## src/rtl/frame_sequencer.sv

```systemverilog
// Frame-level controller: launches one image engine, muxes its ROM/FIFO ports,
// hands the frame to the UART path and guards the whole run with a watchdog.
module frame_sequencer #(
    parameter int HIEGHT  = 30,
    parameter int WIDTH   = 30,
    parameter int BPP     = 3,
    parameter int SZ      = 8 * BPP,
    parameter int AW      = 10,
    parameter int TIMEOUT = 65535
) (
    input  logic          clk,
    input  logic          rst,
    input  logic          start,
    input  logic          shr_or_eff,
    input  logic [1:0]    effect,
    input  logic          abort,
    input  logic [AW-1:0] sh_rd_addr,
    input  logic [AW-1:0] eff_rd_addr,
    input  logic [AW-1:0] sh_wr_addr,
    input  logic [AW-1:0] eff_wr_addr,
    input  logic [SZ-1:0] sh_pixel,
    input  logic [SZ-1:0] eff_pixel,
    input  logic          sh_done,
    input  logic          eff_done,
    input  logic          tx_done,
    output logic          start_shrink,
    output logic          start_effects,
    output logic [1:0]    eff_sel,
    output logic [AW-1:0] rd_addr,
    output logic [AW-1:0] wr_addr,
    output logic [SZ-1:0] pixel_out,
    output logic          wr_en,
    output logic          send,
    output logic          busy,
    output logic          op_done,
    output logic          frame_done,
    output logic          err,
    output logic [7:0]    frame_cnt
);

    if (HIEGHT * WIDTH > (1 << AW)) begin : g_aw_check
        $error("frame_sequencer: AW too narrow to address HIEGHT*WIDTH pixels");
    end

    typedef enum logic [2:0] {IDLE, LAUNCH, PROC, XMIT, DONE, ERR} state_e;

    localparam int WDW = (TIMEOUT > 1) ? $clog2(TIMEOUT) : 1;

    state_e         state_q, state_d;
    logic           mode_q, mode_d;
    logic [1:0]     eff_sel_q, eff_sel_d;
    logic [WDW-1:0] wd_q, wd_d;
    logic           op_done_q, op_done_d;
    logic [7:0]     frame_cnt_q, frame_cnt_d;
    logic           start_shrink_q, start_shrink_d;
    logic           start_effects_q, start_effects_d;
    logic           start_q, done_q, tx_meta_q, tx_s_q, tx_s_dly_q;

    logic start_rise, done_sel, done_rise, tx_rise, timeout_hit;

    assign start_rise  = start & ~start_q;
    assign done_sel    = mode_q ? sh_done : eff_done;
    assign done_rise   = done_sel & ~done_q;
    assign tx_rise     = tx_s_q & ~tx_s_dly_q;
    assign timeout_hit = (wd_q == WDW'(TIMEOUT - 1));

    always_comb begin
        // NOTE: every signal written here gets a default first, so no path can infer a latch.
        state_d         = state_q;
        mode_d          = mode_q;
        eff_sel_d       = eff_sel_q;
        wd_d            = wd_q;
        op_done_d       = op_done_q;
        frame_cnt_d     = frame_cnt_q;
        start_shrink_d  = 1'b0;
        start_effects_d = 1'b0;
        rd_addr         = '0;
        wr_addr         = '0;
        pixel_out       = '0;
        wr_en           = 1'b0;
        send            = 1'b0;
        busy            = 1'b0;
        frame_done      = 1'b0;
        err             = 1'b0;

        unique case (state_q)
            IDLE: begin
                if (start_rise) begin
                    mode_d          = shr_or_eff;
                    eff_sel_d       = effect;
                    start_shrink_d  = shr_or_eff;
                    start_effects_d = ~shr_or_eff;
                    state_d         = LAUNCH;
                end
            end
            LAUNCH: begin
                busy      = 1'b1;
                wd_d      = '0;
                op_done_d = 1'b0;
                state_d   = PROC;
            end
            PROC: begin
                busy      = 1'b1;
                wr_en     = 1'b1;
                rd_addr   = mode_q ? sh_rd_addr : eff_rd_addr;
                wr_addr   = mode_q ? sh_wr_addr : eff_wr_addr;
                pixel_out = mode_q ? sh_pixel   : eff_pixel;
                wd_d      = wd_q + 1'b1;
                if (timeout_hit) begin
                    state_d = ERR;
                end else if (done_rise) begin
                    op_done_d = 1'b1;
                    state_d   = XMIT;
                end
            end
            XMIT: begin
                busy = 1'b1;
                send = 1'b1;
                wd_d = wd_q + 1'b1;
                if (timeout_hit) begin
                    state_d = ERR;
                end else if (tx_rise) begin
                    state_d = DONE;
                end
            end
            DONE: begin
                busy        = 1'b1;
                frame_done  = 1'b1;
                frame_cnt_d = frame_cnt_q + 8'd1;
                state_d     = IDLE;
            end
            ERR: begin
                err = 1'b1;
                // Clearing the error consumes the edge; a fresh edge is needed to launch.
                if (start_rise) state_d = IDLE;
            end
            default: state_d = IDLE;
        endcase

        // Abort outranks both the watchdog and any completion seen this cycle.
        if (abort && (state_q inside {LAUNCH, PROC, XMIT, DONE})) begin
            state_d     = IDLE;
            op_done_d   = 1'b0;
            frame_cnt_d = frame_cnt_q;
            frame_done  = 1'b0;
        end
    end

    always_ff @(posedge clk or posedge rst) begin
        if (rst) begin
            state_q         <= IDLE;
            mode_q          <= 1'b0;
            eff_sel_q       <= 2'b00;
            wd_q            <= '0;
            op_done_q       <= 1'b0;
            frame_cnt_q     <= 8'd0;
            start_shrink_q  <= 1'b0;
            start_effects_q <= 1'b0;
            start_q         <= 1'b0;
            done_q          <= 1'b0;
            tx_meta_q       <= 1'b0;
            tx_s_q          <= 1'b0;
            tx_s_dly_q      <= 1'b0;
        end else begin
            // NOTE: non-blocking assignments keep every flop sampling pre-edge values.
            state_q         <= state_d;
            mode_q          <= mode_d;
            eff_sel_q       <= eff_sel_d;
            wd_q            <= wd_d;
            op_done_q       <= op_done_d;
            frame_cnt_q     <= frame_cnt_d;
            start_shrink_q  <= start_shrink_d;
            start_effects_q <= start_effects_d;
            start_q         <= start;
            done_q          <= done_sel;
            tx_meta_q       <= tx_done;
            tx_s_q          <= tx_meta_q;
            tx_s_dly_q      <= tx_s_q;
        end
    end

    assign start_shrink  = start_shrink_q;
    assign start_effects = start_effects_q;
    assign eff_sel       = eff_sel_q;
    assign op_done       = op_done_q;
    assign frame_cnt     = frame_cnt_q;

endmodule
```

## config.mk

```make
export PLATFORM = sky130hd
export DESIGN_NAME = frame_sequencer
export DESIGN_NICKNAME = d
export VERILOG_FILES = /design/src/rtl/frame_sequencer.sv
export SDC_FILE = /design/constraint.sdc
export NUM_CORES = 1
export LEC_CHECK = 0
export CAP_MARGIN = 5
export CORE_ASPECT_RATIO = 2
export CORE_MARGIN = 2
export CORE_UTILIZATION = 40
export CTS_CLUSTER_DIAMETER = 80
export DETAILED_ROUTE_END_ITERATION = 16
export GPL_TIMING_DRIVEN = 0
export PLACE_DENSITY = 0.87
export SKIP_LAST_GASP = 1
export SYNTH_ARGS = -nofsm -noshare
export SYNTH_HDL_FRONTEND = slang
export SYNTH_SLANG_ARGS = --single-unit
```

## constraint.sdc

```tcl
create_clock -name clk -period 4.3 [get_ports clk]
set_input_delay 1.29 -clock clk [delete_from_list [all_inputs] [get_ports clk]]
set_output_delay 1.29 -clock clk [all_outputs]
set_load 0.05 [all_outputs]
```

Word-level counts from Yosys, hierarchy flattened --
Index checks and enable logic that the tools add are counted. W data, S select, Z words.
Storage, ports and cells: flip-flop bits (word level) 38, bits of input ports 98
Operators by class: add/sub/neg operators 2, equal/unequal tests 12, mux-type cells 30, bitwise operators 8, reduce and logical (&&, ||, !) cells 11
Operators with widths (count):
- $mux W24 | 2
- $mux W10 | 4
- $pmux W16 S2 | 1
- $mux W3 | 7
- $add A16 B1 Y16 const B | 1
- $eq A16 B16 Y1 const B | 1
- $pmux W3 S5 | 1
- $mux W1 | 14
- $add A8 B1 Y8 const B | 1
- $ne A4 B3 Y1 const B | 2
- $eq A3 B2 Y1 const B | 2
- $eq A3 B3 Y1 const B | 2
- $ne A3 B2 Y1 const B | 2
- $ne A3 B3 Y1 const B | 2
- $not A1 Y1 | 5
- $reduce_and A2 Y1 | 2
- $reduce_and A4 Y1 | 1
- $reduce_bool A4 Y1 | 1
- $reduce_or A4 Y1 | 1
- $and A1 B1 Y1 | 3
- $eq A3 B1 Y1 const B | 1
- $logic_not A3 Y1 | 1
- $reduce_and A3 Y1 | 1
- $reduce_bool A3 Y1 | 1
- 4 further kinds | 4

Longest topological paths before layout --
depth in word-level cells 6, gate-level depth with buffers 6

Worst setup path before layout --
No wires, ideal clock.
kind input to output, from input port abort, to output port frame_done, arrival 2.193 ns, data required time 3.010 ns, setup slack 0.817 ns, stages 2, buffers on the path 1, cells stage by stage clkbuf_1 nor4b_4
Between the ends: cells in the longest elaborated chain, start to end 2
RTL lines:
- start: declaration | line 16 | input logic abort,
- $logic_and A1 B1 Y1 | line 141 | if (abort && (state_q inside {LAUNCH, PROC, XMIT, DONE})) begin
- $mux W1 | line 141
- end: declaration | line 36 | output logic frame_done,
No other way between the ends.

Final worst setup path --
from register state_q[1], to output port wr_addr[3]
Between the ends: cells in the longest elaborated chain, start to end 2
RTL lines:
- start: declaration | line 49 | state_e state_q, state_d;
- start signal: assignment | line 166 | state_q <= state_d;
- $eq A3 B2 Y1 | line 86 | unique case (state_q)
- $mux W10 | line 86
- end: declaration | line 30 | output logic [AW-1:0] wr_addr,
No other way between the ends.

==> summary.md <==
| Metric | Value |
|---|---|
| Worst-case vdd ir drop | 0.000389 V |
| DR WL/cell | between 15 and 20 um |
| Filler Cell Count | 409 |
| Share of layout cells above drive strength 1 | 0.0524 |
| Cell count after synthesis | 272 |
| Syn Area/Cell | slightly above 9 um^2 |
| Routed wl met2 | about 4.5 mm |
| WP data arrival | 2.88 ns |
| M1 wire length | slightly below 3 mm |
| CTS tree | built |
| Worst min path class | flip-flop to flip-flop |
| GP Congestion | between 0.9 and 1 |
| H-tree lvl count | 2 |
| Final setup viols | 0 |
| Max Cap Viol | 0 |
| DR vias/cell | between 5 and 6 |
| Met3 routed WL | approximately 700 um |
| Die Span Y | 116 um |
| DRT Wirelength | about 8.3 mm |
| DRT iter0 DRCs | between 100 and 150 |
| Sequential cell area fraction in the yosys report | 0.381 |
| Tmin final | between 4 and 5 ns |
| Skew-Pair Late Insertion Delay | about 0.29 ns |
| # diodes | 0 |
| Adder-cell share of the synthesized area | 0.0150 |
| Iteration count of the initial detailed-routing pass | 4 |
| Worst Skew | roughly 0.0039 ns |
| Largest net degree at the start of global routing | 25 |
| Flops & latches, synth | 38 |
| Max Root-Sink Buffers | 2 |
| Hold Buf Count CTS | 0 |
| Worst slew margin | 0.527 |
| Global Route Usage Sum | 0.247 |
| WS Path Type | flip-flop to output port |
| # IOs | 160 |
| Worst setup path start | state_q[1] |
| Ys flop type | dfrtp_1 |
| Hold Violations, Final | 0 |
| Effective utilization at floorplan | 0.415 |
| Syn Nets | between 300 and 400 |
| Synth top area cells | dfrtp_1, mux2i_1, nor2_1 |
| Die width | 59.8 um |
| Yosys top cell area share | 0.381 |
| Final net count | approximately 540 |
| Detailed-route DRC error count | 0 |
| Via count | 2734 |
| Async SR Flop Fraction | 1.00 |
| Uppermost routed layer | met4 |
| Post-synth EDFFs | 0 |
| Main combinational cell family by area after synthesis | multiplexers |
| Worst Tran Pin Value | about 0.71 ns |
| Post-synth top cells | nor2_1, mux2i_1, dfrtp_1, nand2_1 |
| Critical Path RT | approximately 3.0 ns |
| P_leak | roughly 2.5 nW |
| Most common cell in the netlist | nor2_1 |
| Crit path capture type | output port |
| Synth unique cells | 47 |
| Dpl hpwl | about 6.6 mm |
| Antenna-violating nets left | 0 |
| Post-synthesis compound-gate area fraction | 0.0903 |
| Final slew viol count | 0 |
| Port Buf Inserts | roughly 160 |
| Row Count | 40 |
| Core Area | approximately 6000 um^2 |
| Power Density | ~550 nW/um^2 |
| Tot Pwr | around 2.5 mW |
| CP max FO | 10 |
| Initial antenna violation count | 0 |
| Startpoint type of the worst setup path | flip-flop |
| Setup TNS | 0 ns |
| Worst r2r src | state_q[1] |
| Synth Area in XOR/XNOR | 0.0351 |
| Post-synthesis cell area | about 2500 um^2 |
| Clk slew on worst S/H paths | 0.06 ns |
| Die area | between 6000 and 7000 um^2 |
| Total gr overflow | 0 |
| WHS | approximately 0.35 ns |
| Status | complete, no violations |
| Post-synth top area cell | dfrtp_1 |
| Clock sink total | 38 |
| Vias in the first global route | ~2800 |
| Synth Warn # | 0 |
| CTS Root Cell | clkbuf_16 |
| Simple-gate portion of the synthesized area | 0.215 |
| CTS buffer count | 5 |
| Fin crit share | 0.970 |
| Achievable frequency | about 240 MHz |
| Mux share of post-synthesis cell area | 0.227 |
| Worst Hold Launch | tx_meta_q |
| Post-CTS setup repair buffer count | 0 |
| Global-route wire length before repair | 13.0 mm |
| Layout area overhead | 79.0% |
## layout make-up
cell class | instances | area, um^2 | share of cell area
Timing Repair Buffer | 159 | 1700 | 0.380
Buffer | 17 | 68.8 | 0.0154
Clock inverter | 3 | 68.8 | 0.0154
Inverter | 6 | 22.5 | 0.00504
Sequential cell | 38 | 951 | 0.213
Multi-Input combinational cell | 211 | 1450 | 0.325
Tap cell | 63 | 78.8 | 0.0176
Clock buffer | 5 | 125 | 0.0280
## registers in the layout, indices dropped and copies added, names as in the netlist, 2 cells and up
name	count
state_q	3
frame_cnt	8
wd_q	16
eff_sel	2
## cell families after synthesis
logic type                 Yosys count
DFF                                 38
buffers and inverters               23
muxes                               56
adders and majority gates            3
xor gates and xnor gates            10
and+or+nand+nor                    109
AOI/OAI and AO/OA                   33
## power by group
part | switching [mW] | total [mW] | internal [mW]
registers | 0.0432 | 0.453 | 0.410
clock network | 0.149 | 0.482 | 0.333
logic | 0.966 | 1.53 | 0.566
## per-layer routing
layer / up-vias / track usage
met2: 165 / 0.438
li1: 1295 / -
met1: 1252 / 0.268
met4: 0 / 0.102
met5: - / 0
met3: 22 / 0.0647
## path summary, 6_finish.rpt
path | to | slack, ns | cells after the start
max | wr_addr[3] | 0.13 | 6
min | tx_s_q | 0.35 | 0
max reg2reg | wd_q[12] | 2.36 | 5
min reg2reg | tx_s_q | 0.35 | 0
max in group asynchronous | frame_cnt[3] | 2.37 | 3
min in group asynchronous | wd_q[9] | 1.39 | 2
## per-stage QoR
stage	utilization	instance area, um^2	setup slack (ns)	std cells
2_1_floorplan	-	2490	0.817	272
3_3_place_gp	0.692	4160	0.191	493
3_5_place_dp	0.696	4180	0.193	494
4_1_cts	0.729	4380	0.116	502
5_1_grt	0.744	4470	-0.0180	502
6_report	0.744	4470	0.129	502
## worst max-delay path: stages, from the launching register on
cell and delay, ns:
dfrtp_1 0.34, buf_2 0.23, nor2b_1 0.43, nand2_1 0.31, clkbuf_1 0.30, nor2_1 0.15, clkdlybuf4s50_1 0.83
## repair_timing
item                                   4_1_cts  5_1_grt
endpoints found under the hold margin        0        0
setup endpoints to repair                    0       36
resized for setup                            0       36
## cell usage in the layout, fill, tap and decap left out, types with 3 or more instances in the layout
cell type and instances:
buf_2 3, nand2_1 15, nand3_1 11, dlymetal6s2s_1 36, ha_1 3, clkdlybuf4s50_1 122, mux2_2 4, xnor2_1 7
dfrtp_1 38, o21ai_0 12, a31oi_1 3, inv_1 6, mux2i_1 51, nor2_1 52, and2_1 3, nor3_1 3
clkbuf_16 5, and3_1 3, nor2b_1 3, xor2_1 3, nand4_1 6, clkbuf_1 12
(Power assumes the default switching activity.)
